$ cat config.mk
export PLATFORM = sky130hd
export DESIGN_NAME = number_game_ctrl
export DESIGN_NICKNAME = d
export VERILOG_FILES = /design/src/rtl/number_game_ctrl.sv
export SDC_FILE = /design/constraint.sdc
export NUM_CORES = 1
export LEC_CHECK = 0
export CORE_MARGIN = 2
export CORE_UTILIZATION = 47
export CTS_CLUSTER_SIZE = 10
export DETAILED_ROUTE_END_ITERATION = 10
export PLACE_DENSITY = 0.8
export RECOVER_POWER = 100
export SYNTH_ARGS = -nofsm -noshare
export SYNTH_HDL_FRONTEND = slang
export SYNTH_SLANG_ARGS = --single-unit
$ cat constraint.sdc
create_clock -name clock -period 2.5 [get_ports clock]
set_clock_uncertainty 0.2 [all_clocks]
set_input_delay 0.375 -clock clock [delete_from_list [all_inputs] [get_ports clock]]
set_output_delay 0.375 -clock clock [all_outputs]
set_load 0.005 [all_outputs]
$ cat src/rtl/number_game_ctrl.sv
// number_game_ctrl: single-clock round sequencer for the number game.
// Start a round with key 3. The value latched from `random` is shown for
// SHOW_CYCLES cycles and then blanked. The player enters a guess on `sw` and
// submits it with key 1. The result pattern stays on `led` for RESULT_CYCLES
// cycles. Key 2 aborts the round.
//
// Ports:
//   clock      system clock, rising edge
//   resetn     asynchronous active-low reset
//   key[3:1]   raw active-low buttons (3 start, 2 abort, 1 submit)
//   sw         player guess (quasi-static, sampled only while judging)
//   random     free-running value from rand10
//   score      rounds won, saturating at 99
//   number     current target value
//   num_blank  1 = the display shows blank instead of `number`
//   led        result pattern (3FF hit, 001 miss)
//   busy       1 whenever a round is in progress
//
// Optional feature: define NUMBER_GAME_TIMEOUT_EN to bound the guess window
// to GUESS_CYCLES cycles. An expired window is judged as a miss.
module number_game_ctrl #(
   parameter int unsigned SHOW_CYCLES   = 50_000_000,
   parameter int unsigned GUESS_CYCLES  = 500_000_000,
   parameter int unsigned RESULT_CYCLES = 50_000_000
) (
   input  logic       clock,
   input  logic       resetn,
   input  logic [3:1] key,
   input  logic [9:0] sw,
   input  logic [9:0] random,
   output logic [6:0] score,
   output logic [9:0] number,
   output logic       num_blank,
   output logic [9:0] led,
   output logic       busy
);

   // Reject illegal parameter values at elaboration
   if (SHOW_CYCLES < 1) begin : g_chk_show
      $error("SHOW_CYCLES must be >= 1");
   end
   if (GUESS_CYCLES < 1) begin : g_chk_guess
      $error("GUESS_CYCLES must be >= 1");
   end
   if (RESULT_CYCLES < 1) begin : g_chk_result
      $error("RESULT_CYCLES must be >= 1");
   end

   localparam int unsigned MAX_SR = (SHOW_CYCLES > RESULT_CYCLES) ? SHOW_CYCLES : RESULT_CYCLES;
`ifdef NUMBER_GAME_TIMEOUT_EN
   localparam int unsigned MAX_CYC = (GUESS_CYCLES > MAX_SR) ? GUESS_CYCLES : MAX_SR;
`else
   localparam int unsigned MAX_CYC = MAX_SR;
`endif
   // The counter only ever holds values up to MAX_CYC-1
   localparam int unsigned CNT_W = (MAX_CYC > 1) ? $clog2(MAX_CYC) : 1;

   localparam logic [CNT_W-1:0] SHOW_LOAD   = CNT_W'(SHOW_CYCLES - 1);
   localparam logic [CNT_W-1:0] RESULT_LOAD = CNT_W'(RESULT_CYCLES - 1);
`ifdef NUMBER_GAME_TIMEOUT_EN
   localparam logic [CNT_W-1:0] GUESS_LOAD  = CNT_W'(GUESS_CYCLES - 1);
`endif
   localparam logic [6:0]       SCORE_MAX   = 7'd99;
   localparam logic [9:0]       LED_HIT     = 10'h3FF;
   localparam logic [9:0]       LED_MISS    = 10'h001;

   typedef enum logic [2:0] {
      S_IDLE,
      S_SHOW,
      S_GUESS,
      S_JUDGE,
      S_RESULT
   } state_e;

   state_e           state_q, state_d;
   logic [CNT_W-1:0] cnt_q, cnt_d;
   logic [6:0]       score_q, score_d;
   logic [9:0]       number_q, number_d;
   logic             num_blank_q, num_blank_d;
   logic [9:0]       led_q, led_d;
   logic             busy_q, busy_d;
   logic [3:1]       sync1_q, sync2_q, prev_q;
   logic             ev_start, ev_abort, ev_submit;
   logic             hit;
`ifdef NUMBER_GAME_TIMEOUT_EN
   logic             force_miss_q, force_miss_d;
`endif

   // Key synchroniser plus falling-edge detector; a held key yields one event
   always_ff @(posedge clock or negedge resetn) begin
      if (!resetn) begin
         sync1_q <= 3'b111;
         sync2_q <= 3'b111;
         prev_q  <= 3'b111;
      end else begin
         sync1_q <= key;
         sync2_q <= sync1_q;
         prev_q  <= sync2_q;
      end
   end

   assign ev_start  = prev_q[3] & ~sync2_q[3];
   assign ev_abort  = prev_q[2] & ~sync2_q[2];
   assign ev_submit = prev_q[1] & ~sync2_q[1];

`ifdef NUMBER_GAME_TIMEOUT_EN
   assign hit = (sw == number_q) && !force_miss_q;
`else
   assign hit = (sw == number_q);
`endif

   // State and registered outputs
   always_ff @(posedge clock or negedge resetn) begin
      if (!resetn) begin
         state_q     <= S_IDLE;
         cnt_q       <= '0;
         score_q     <= '0;
         number_q    <= '0;
         num_blank_q <= 1'b0;
         led_q       <= '0;
         busy_q      <= 1'b0;
`ifdef NUMBER_GAME_TIMEOUT_EN
         force_miss_q <= 1'b0;
`endif
      end else begin
         state_q     <= state_d;
         cnt_q       <= cnt_d;
         score_q     <= score_d;
         number_q    <= number_d;
         num_blank_q <= num_blank_d;
         led_q       <= led_d;
         busy_q      <= busy_d;
`ifdef NUMBER_GAME_TIMEOUT_EN
         force_miss_q <= force_miss_d;
`endif
      end
   end

   // Next-state and output logic; abort wins over every other event
   always_comb begin
      state_d     = state_q;
      cnt_d       = cnt_q;
      score_d     = score_q;
      number_d    = number_q;
      num_blank_d = num_blank_q;
      led_d       = led_q;
`ifdef NUMBER_GAME_TIMEOUT_EN
      force_miss_d = force_miss_q;
`endif

      unique case (state_q)
         S_IDLE: begin
            if (ev_start) begin
               number_d    = random;
               num_blank_d = 1'b0;
               led_d       = '0;
               cnt_d       = SHOW_LOAD;
               state_d     = S_SHOW;
            end
         end
         S_SHOW: begin
            if (ev_abort) begin
               led_d       = '0;
               num_blank_d = 1'b0;
               state_d     = S_IDLE;
            end else if (cnt_q == '0) begin
               num_blank_d = 1'b1;
               state_d     = S_GUESS;
`ifdef NUMBER_GAME_TIMEOUT_EN
               cnt_d        = GUESS_LOAD;
               force_miss_d = 1'b0;
`endif
            end else begin
               cnt_d = cnt_q - CNT_W'(1);
            end
         end
         S_GUESS: begin
            if (ev_abort) begin
               led_d       = '0;
               num_blank_d = 1'b0;
               state_d     = S_IDLE;
            end else if (ev_submit) begin
               state_d = S_JUDGE;
`ifdef NUMBER_GAME_TIMEOUT_EN
            end else if (cnt_q == '0) begin
               force_miss_d = 1'b1;
               state_d      = S_JUDGE;
            end else begin
               cnt_d = cnt_q - CNT_W'(1);
`endif
            end
         end
         S_JUDGE: begin
            // A pending abort pulse is dropped here; the judge always completes
            if (hit) begin
               led_d = LED_HIT;
               if (score_q < SCORE_MAX) begin
                  score_d = score_q + 7'd1;
               end
            end else begin
               led_d = LED_MISS;
            end
            num_blank_d = 1'b0;
            cnt_d       = RESULT_LOAD;
            state_d     = S_RESULT;
         end
         S_RESULT: begin
            if (ev_abort) begin
               led_d       = '0;
               num_blank_d = 1'b0;
               state_d     = S_IDLE;
            end else if (cnt_q == '0) begin
               led_d   = '0;
               state_d = S_IDLE;
            end else begin
               cnt_d = cnt_q - CNT_W'(1);
            end
         end
         default: begin
            state_d = S_IDLE;
         end
      endcase

      busy_d = (state_d != S_IDLE);
   end

   assign score     = score_q;
   assign number    = number_q;
   assign num_blank = num_blank_q;
   assign led       = led_q;
   assign busy      = busy_q;

endmodule

# Word level (Yosys, flattened, before mapping)
# Index checks and enable logic that the tools add are counted.
[word_totals] register_bits=67 input_bits=25
[op_classes] eq_ne=12 n_bitwise=6 addsub=2 magnitude_cmp=1 n_reduce_logical=14 muxes=23
[op_table] op="$mux W26" n=3
[op_table] op="$pmux W26 S3" n=1
[op_table] op="$mux W10" n=5
[op_table] op="$pmux W10 S4" n=1
[op_table] op="$logic_not A26 Y1" n=1
[op_table] op="$sub A26 B1 Y26 const B" n=1
[op_table] op="$mux W3" n=7
[op_table] op="$pmux W3 S5" n=1
[op_table] op="$reduce_and A4 Y1" n=3
[op_table] op="$eq A10 B10 Y1" n=1
[op_table] op="$reduce_bool A4 Y1" n=2
[op_table] op="$add A7 B1 Y7 const B" n=1
[op_table] op="$lt A7 B7 Y1 const B" n=1
[op_table] op="$eq A3 B2 Y1 const B" n=2
[op_table] op="$ne A2 B2 Y1 const B" n=3
[op_table] op="$ne A3 B3 Y1 const B" n=2
[op_table] op="$reduce_bool A3 Y1" n=2
[op_table] op="$reduce_or A2 Y1" n=3
[op_table] op="$mux W1" n=4
[op_table] op="$ne A2 B1 Y1 const B" n=2
[op_table] op="$pmux W1 S4" n=1
[op_table] op="$and A1 B1 Y1" n=3
[op_table] op="$eq A3 B1 Y1 const B" n=1
[op_table] op="$eq A3 B3 Y1 const B" n=1
[op_table] op="4 further kinds" n=6

# Longest topological paths before layout
[logic_depth] word_depth=6 ltp_mapped=9 mapped_depth_nobuf=7

# Worst setup path after synthesis
# OpenSTA, ideal clock, no wires.
[synth_path] path_type="flip-flop to flip-flop" from="reg cnt_q[0]" to="reg cnt_q[23]" setup_ps=127 required_time_ps=2173 arrival_ps=2152 stages_incl_launch_ff=8 n_path_buf=2 setup_slack_ps=21 cell_sequence="dfrtp_1 or4_1 buf_2 or3_1 buf_6 a2111oi_4 and4_1 o21ai_1"
[synth_between] elab_chain_cells=4 elab_cells_between_ends=7 cone_classes="1 x add/sub; 1 x eq/ne; 3 x mux; 2 x reduce/logical"
[synth_lines] item="start, declared" line_no="76" text="logic [CNT_W-1:0] cnt_q, cnt_d;"
[synth_lines] item="start signal, assigned" line_no="127" text="cnt_q <= cnt_d;"
[synth_lines] item="$sub A26 B1 Y26" line_no="174, 216"
[synth_lines] item="$mux W26" line_no="166, 212"
[synth_lines] item="$mux W26" line_no="208" text="if (ev_abort) begin"
[synth_lines] item="$pmux W26 S3" line_no="151" text="unique case (state_q)"
# Several ways; a longest one is shown, not always the timed one. The select of a mux whose other input is x is not followed.
# A chain may end at the register's enable or synchronous reset.

# Worst setup path in the final report
[layout_path] from="reg cnt_q[5]" to="reg cnt_q[23]"
# The elaborated chain is that of the path after synthesis.

==> implementation parameters <==
Parameter                              Value

Worst setup path
  Cell with the largest stage delay on the worst path    sky130_fd_sc_hd__or3_1
  Critical path, cell by cell    or3_1 -> or3_4 -> a2111oi_4 -> buf_4 -> and4_1 -> o21ai_1
  Data required time at the worst endpoint    2.50 ns
  Reg2reg start    cnt_q[5]
  Crit path max fanout    6
  Critical path startpoint category    register
  Crit path arrival time    2.45 ns
  RR Endpoint    cnt_q[23]
  Capturing element type of the critical path    register
  Worst stage delay on the critical path    0.48 ns
  Category of the most critical setup path    reg -> reg
  Internal reg-to-reg setup slack    0.05 ns
  Worst R2R Path Depth    6

Hold path
  Number of cells on the worst hold path    0
  Min-delay worst type    reg -> reg
  Launch instance of the worst min-delay path    sync1_q[3]
  Terminating pin of the worst hold path    sync2_q[3]

Global route
  Pin count of the biggest net entering global routing    37
  Initial antenna violation count    0
  Number of global-route vias before repair    2481
  First-pass GRT wire length    11.94 mm
  Global route overflow    0
  Aggregate global-route resource usage    0.2154

Clocking
  Cts bufs inserted    9
  Maximum level of the CTS H-tree    3
  Post-CTS clock slew at the launch and capture registers of the worst setup and hold paths    0.07 ns
  Insertion delay of the later-clocked pin in the worst-skew pair    0.34 ns
  TritonCTS Sinks    59
  Number of buffers on the longest clock path    2
  CTS tree    built
  Clock root buffer    sky130_fd_sc_hd__clkbuf_8

Status
  Outcome    finished, final reports clean

Detailed routing
  Starting DRT DRC Count    178
  Number of vias per cell    5.845
  Number of search-and-repair iterations in the first detailed-routing pass    4
  Final antenna-violating net count    0
  Mean routed wirelength per cell    16.63 um
  Number of DRC violations after detailed routing    0
  Count of vias placed by the detailed router    2566
  Wirelength, routed    7.299 mm

Job
  Max-capacitance violation count    0

Floorplan
  Core Area    6241 sq um
  Full die area    7008 sq um
  I/O Pins    54
  Starting density of the core    0.4785
  Chip height    83.72 um
  Die extent in x    83.72 um
  Row Count    29

Finish
  Share of post-route cells with drive strength above 1    0.2238
  Sequential cell area    1489 sq um
  Number of nets in the finished design    384
  Final std cells w/o fill    439
  Antenna diode count    0
  Total of fill cells in the finished design    478
  Area added between synthesis and finish    36.15%
  Multi-input gate area    1448 sq um

Logic synthesis
  Share of the synthesized area in compound gates (AO/OA/AOI/OAI)    0.1517
  Post-Synth Adder-Cell Area    0.008379
  Ys Warns    0
  Cell taking the most area after synthesis    sky130_fd_sc_hd__dfrtp_1
  Fraction of synthesized area in multiplexers    0.05530
  Area of the mapped netlist    2987 sq um
  Top cell types by occurrence after synthesis    sky130_fd_sc_hd__dfrtp_1 (50), sky130_fd_sc_hd__nand2_1 (15), sky130_fd_sc_hd__xor2_1 (15), sky130_fd_sc_hd__o31ai_1 (12), sky130_fd_sc_hd__or3_1 (12)
  Post-synth EDFFs    0
  Dominant combinational cell family by area after synthesis    simple AND/OR/NAND/NOR gates
  Top-area cell type share of the netlist area    0.4189
  Avg Cell Area, Syn    10.63 sq um
  #FFs+latches synth    59
  Number of different library cells in the post-synthesis netlist    53
  Top area cells in the synthesized netlist    sky130_fd_sc_hd__dfrtp_1 (42%), sky130_fd_sc_hd__dfstp_2 (7.9%), sky130_fd_sc_hd__xor2_1 (4.4%)
  Sequential element share of the synthesized area    0.4981
  Most used standard cell by instance count after synthesis    sky130_fd_sc_hd__dfrtp_1
  Post-synthesis share of cell area spent on xor and xnor gates    0.04985
  Primary FF master, synth    sky130_fd_sc_hd__dfrtp_1
  Number of nets produced by synthesis    308
  Mapped Cells    281
  Proportion of register bits with asynchronous set or reset after synthesis    1.000
  Area fraction in and, or, nand and nor cells after synthesis    0.1940

Placed design
  IO buf count    53
  Routability congestion estimate    0.9062
  Placed cell count    417
  Pre-CTS setup slack    -0.05126 ns
  DP HPWL    5.049 mm

STA
  Clock period minus worst slack    2.447 ns
  Worst slew slack as a fraction of its limit    0.4150
  Hold Vio Cnt, Final    0
  Final Worst Setup Slack    0.05316 ns
  Setup violation total in the final timing report    0
  Number of max-slew violations in the final report    0
  Fin crit share    0.9787
  Pin slew with the least headroom to its limit    0.8775 ns
  Peak Freq    408.7 MHz

Power and ir drop
  Static power due to leakage    1.612 nW
  Power per unit of standard cell area    681.9 nW/um^2
  Largest voltage drop on the vdd net    0.4158 mV
## cells in the final DEF, fill, tap and decap left out, types with 6 or more instances in the layout
cell                              count
sky130_fd_sc_hd__o21ai_1              6
sky130_fd_sc_hd__buf_4               25
sky130_fd_sc_hd__or3_1                9
sky130_fd_sc_hd__clkdlybuf4s50_1     20
sky130_fd_sc_hd__dfrtp_1             49
sky130_fd_sc_hd__clkbuf_8            11
sky130_fd_sc_hd__nand3_1             11
sky130_fd_sc_hd__dlygate4sd3_1       33
sky130_fd_sc_hd__nor2_1              10
sky130_fd_sc_hd__nand2_1             14
sky130_fd_sc_hd__nor4_1               7
sky130_fd_sc_hd__xor2_1              15
sky130_fd_sc_hd__or4_1                7
sky130_fd_sc_hd__dfstp_2              6
sky130_fd_sc_hd__mux2_2              11
sky130_fd_sc_hd__nor3_1               8
sky130_fd_sc_hd__o21ai_0              6
sky130_fd_sc_hd__nand2b_1             6
sky130_fd_sc_hd__o31ai_1             11
sky130_fd_sc_hd__a21oi_1              9
## timing repair
| action | in CTS | in global routing |
|---|---|---|
| cloned | 0 | 1 |
| endpoints found under the setup margin | 7 | 17 |
| endpoints found under the hold margin | 34 | 0 |
| gates resized for setup | 5 | 14 |
| pin swaps | 6 | 4 |
| setup buffers | 3 | 2 |
| hold buffers | 1 | 0 |
## where the power goes
part / switching, mW / internal, mW
clock network: 0.376 / 0.818
registers: 0.0702 / 1.04
logic: 0.218 / 0.254
## worst max-delay path: cells and delay by family, from the launching register on
kind | cells | cell delay, ns
flops | 1 | 0.42
buf+inv | 1 | 0.20
compound gates | 2 | 0.38
simple gates | 3 | 1.12
## routing by layer
| layer | share of wire | global-route usage |
|---|---|---|
| met1 | 0.43 | 0.2748 |
| met2 | 0.51 | 0.3476 |
| met3 | 0.033 | 0.05341 |
| met4 | 0.025 | 0.09531 |
| met5 | 0 | 0 |
## through the flow
step / utilization / hold WS [ns] / instance area, sq um / power (mW) / TNS [ns]
2_1_floorplan: - / -0.1206 / 2987 / 1.326 / 0
3_3_place_gp: 0.5922 / 0.04688 / 3696 / 1.568 / 0
3_5_place_dp: 0.5922 / 0.04803 / 3696 / 1.585 / -0.1323
4_1_cts: 0.6445 / 0.1564 / 4023 / 2.786 / 0
5_1_grt: 0.6516 / 0.1680 / 4066 / 2.891 / -0.02521
6_report: 0.6516 / 0.1618 / 4066 / 2.773 / 0
## cells by family after synthesis
kind of cell    count (synthesis)
buf+inv                        23
xor+xnor                       17
mux                            15
fa+ha+maj                       2
compound gates                 63
simple gates                  102
flops                          59
## registers in the layout, summed over array words and instances, names as in the netlist
signal	flops
busy	1
cnt_q	26
number	10
sync2_q	3
led	2
prev_q	3
sync1_q	3
state_q	3
num_blank	1
score	7
## how the worst max path moves through the flow
stage / start / to / slack [ns]
after floorplan: cnt_q[0] / cnt_q[23] / 0.02
after global placement: cnt_q[0] / cnt_q[23] / 0.06
after detailed placement: cnt_q[16] / cnt_q[23] / -0.05
after CTS: cnt_q[2] / cnt_q[23] / 0.02
after global routing: cnt_q[5] / cnt_q[23] / -0.02
final: cnt_q[5] / cnt_q[23] / 0.05
## layout make-up
cell class / instances / area share
Sequential cell: 59 / 0.3662
Multi-Input combinational cell: 199 / 0.3560
Timing Repair Buffer: 84 / 0.1828
Clock buffer: 12 / 0.03815
Clock inverter: 4 / 0.02954
Tap cell: 77 / 0.02369
Inverter: 4 / 0.003692
No activity file was read; power rests on OpenSTA's default activity.
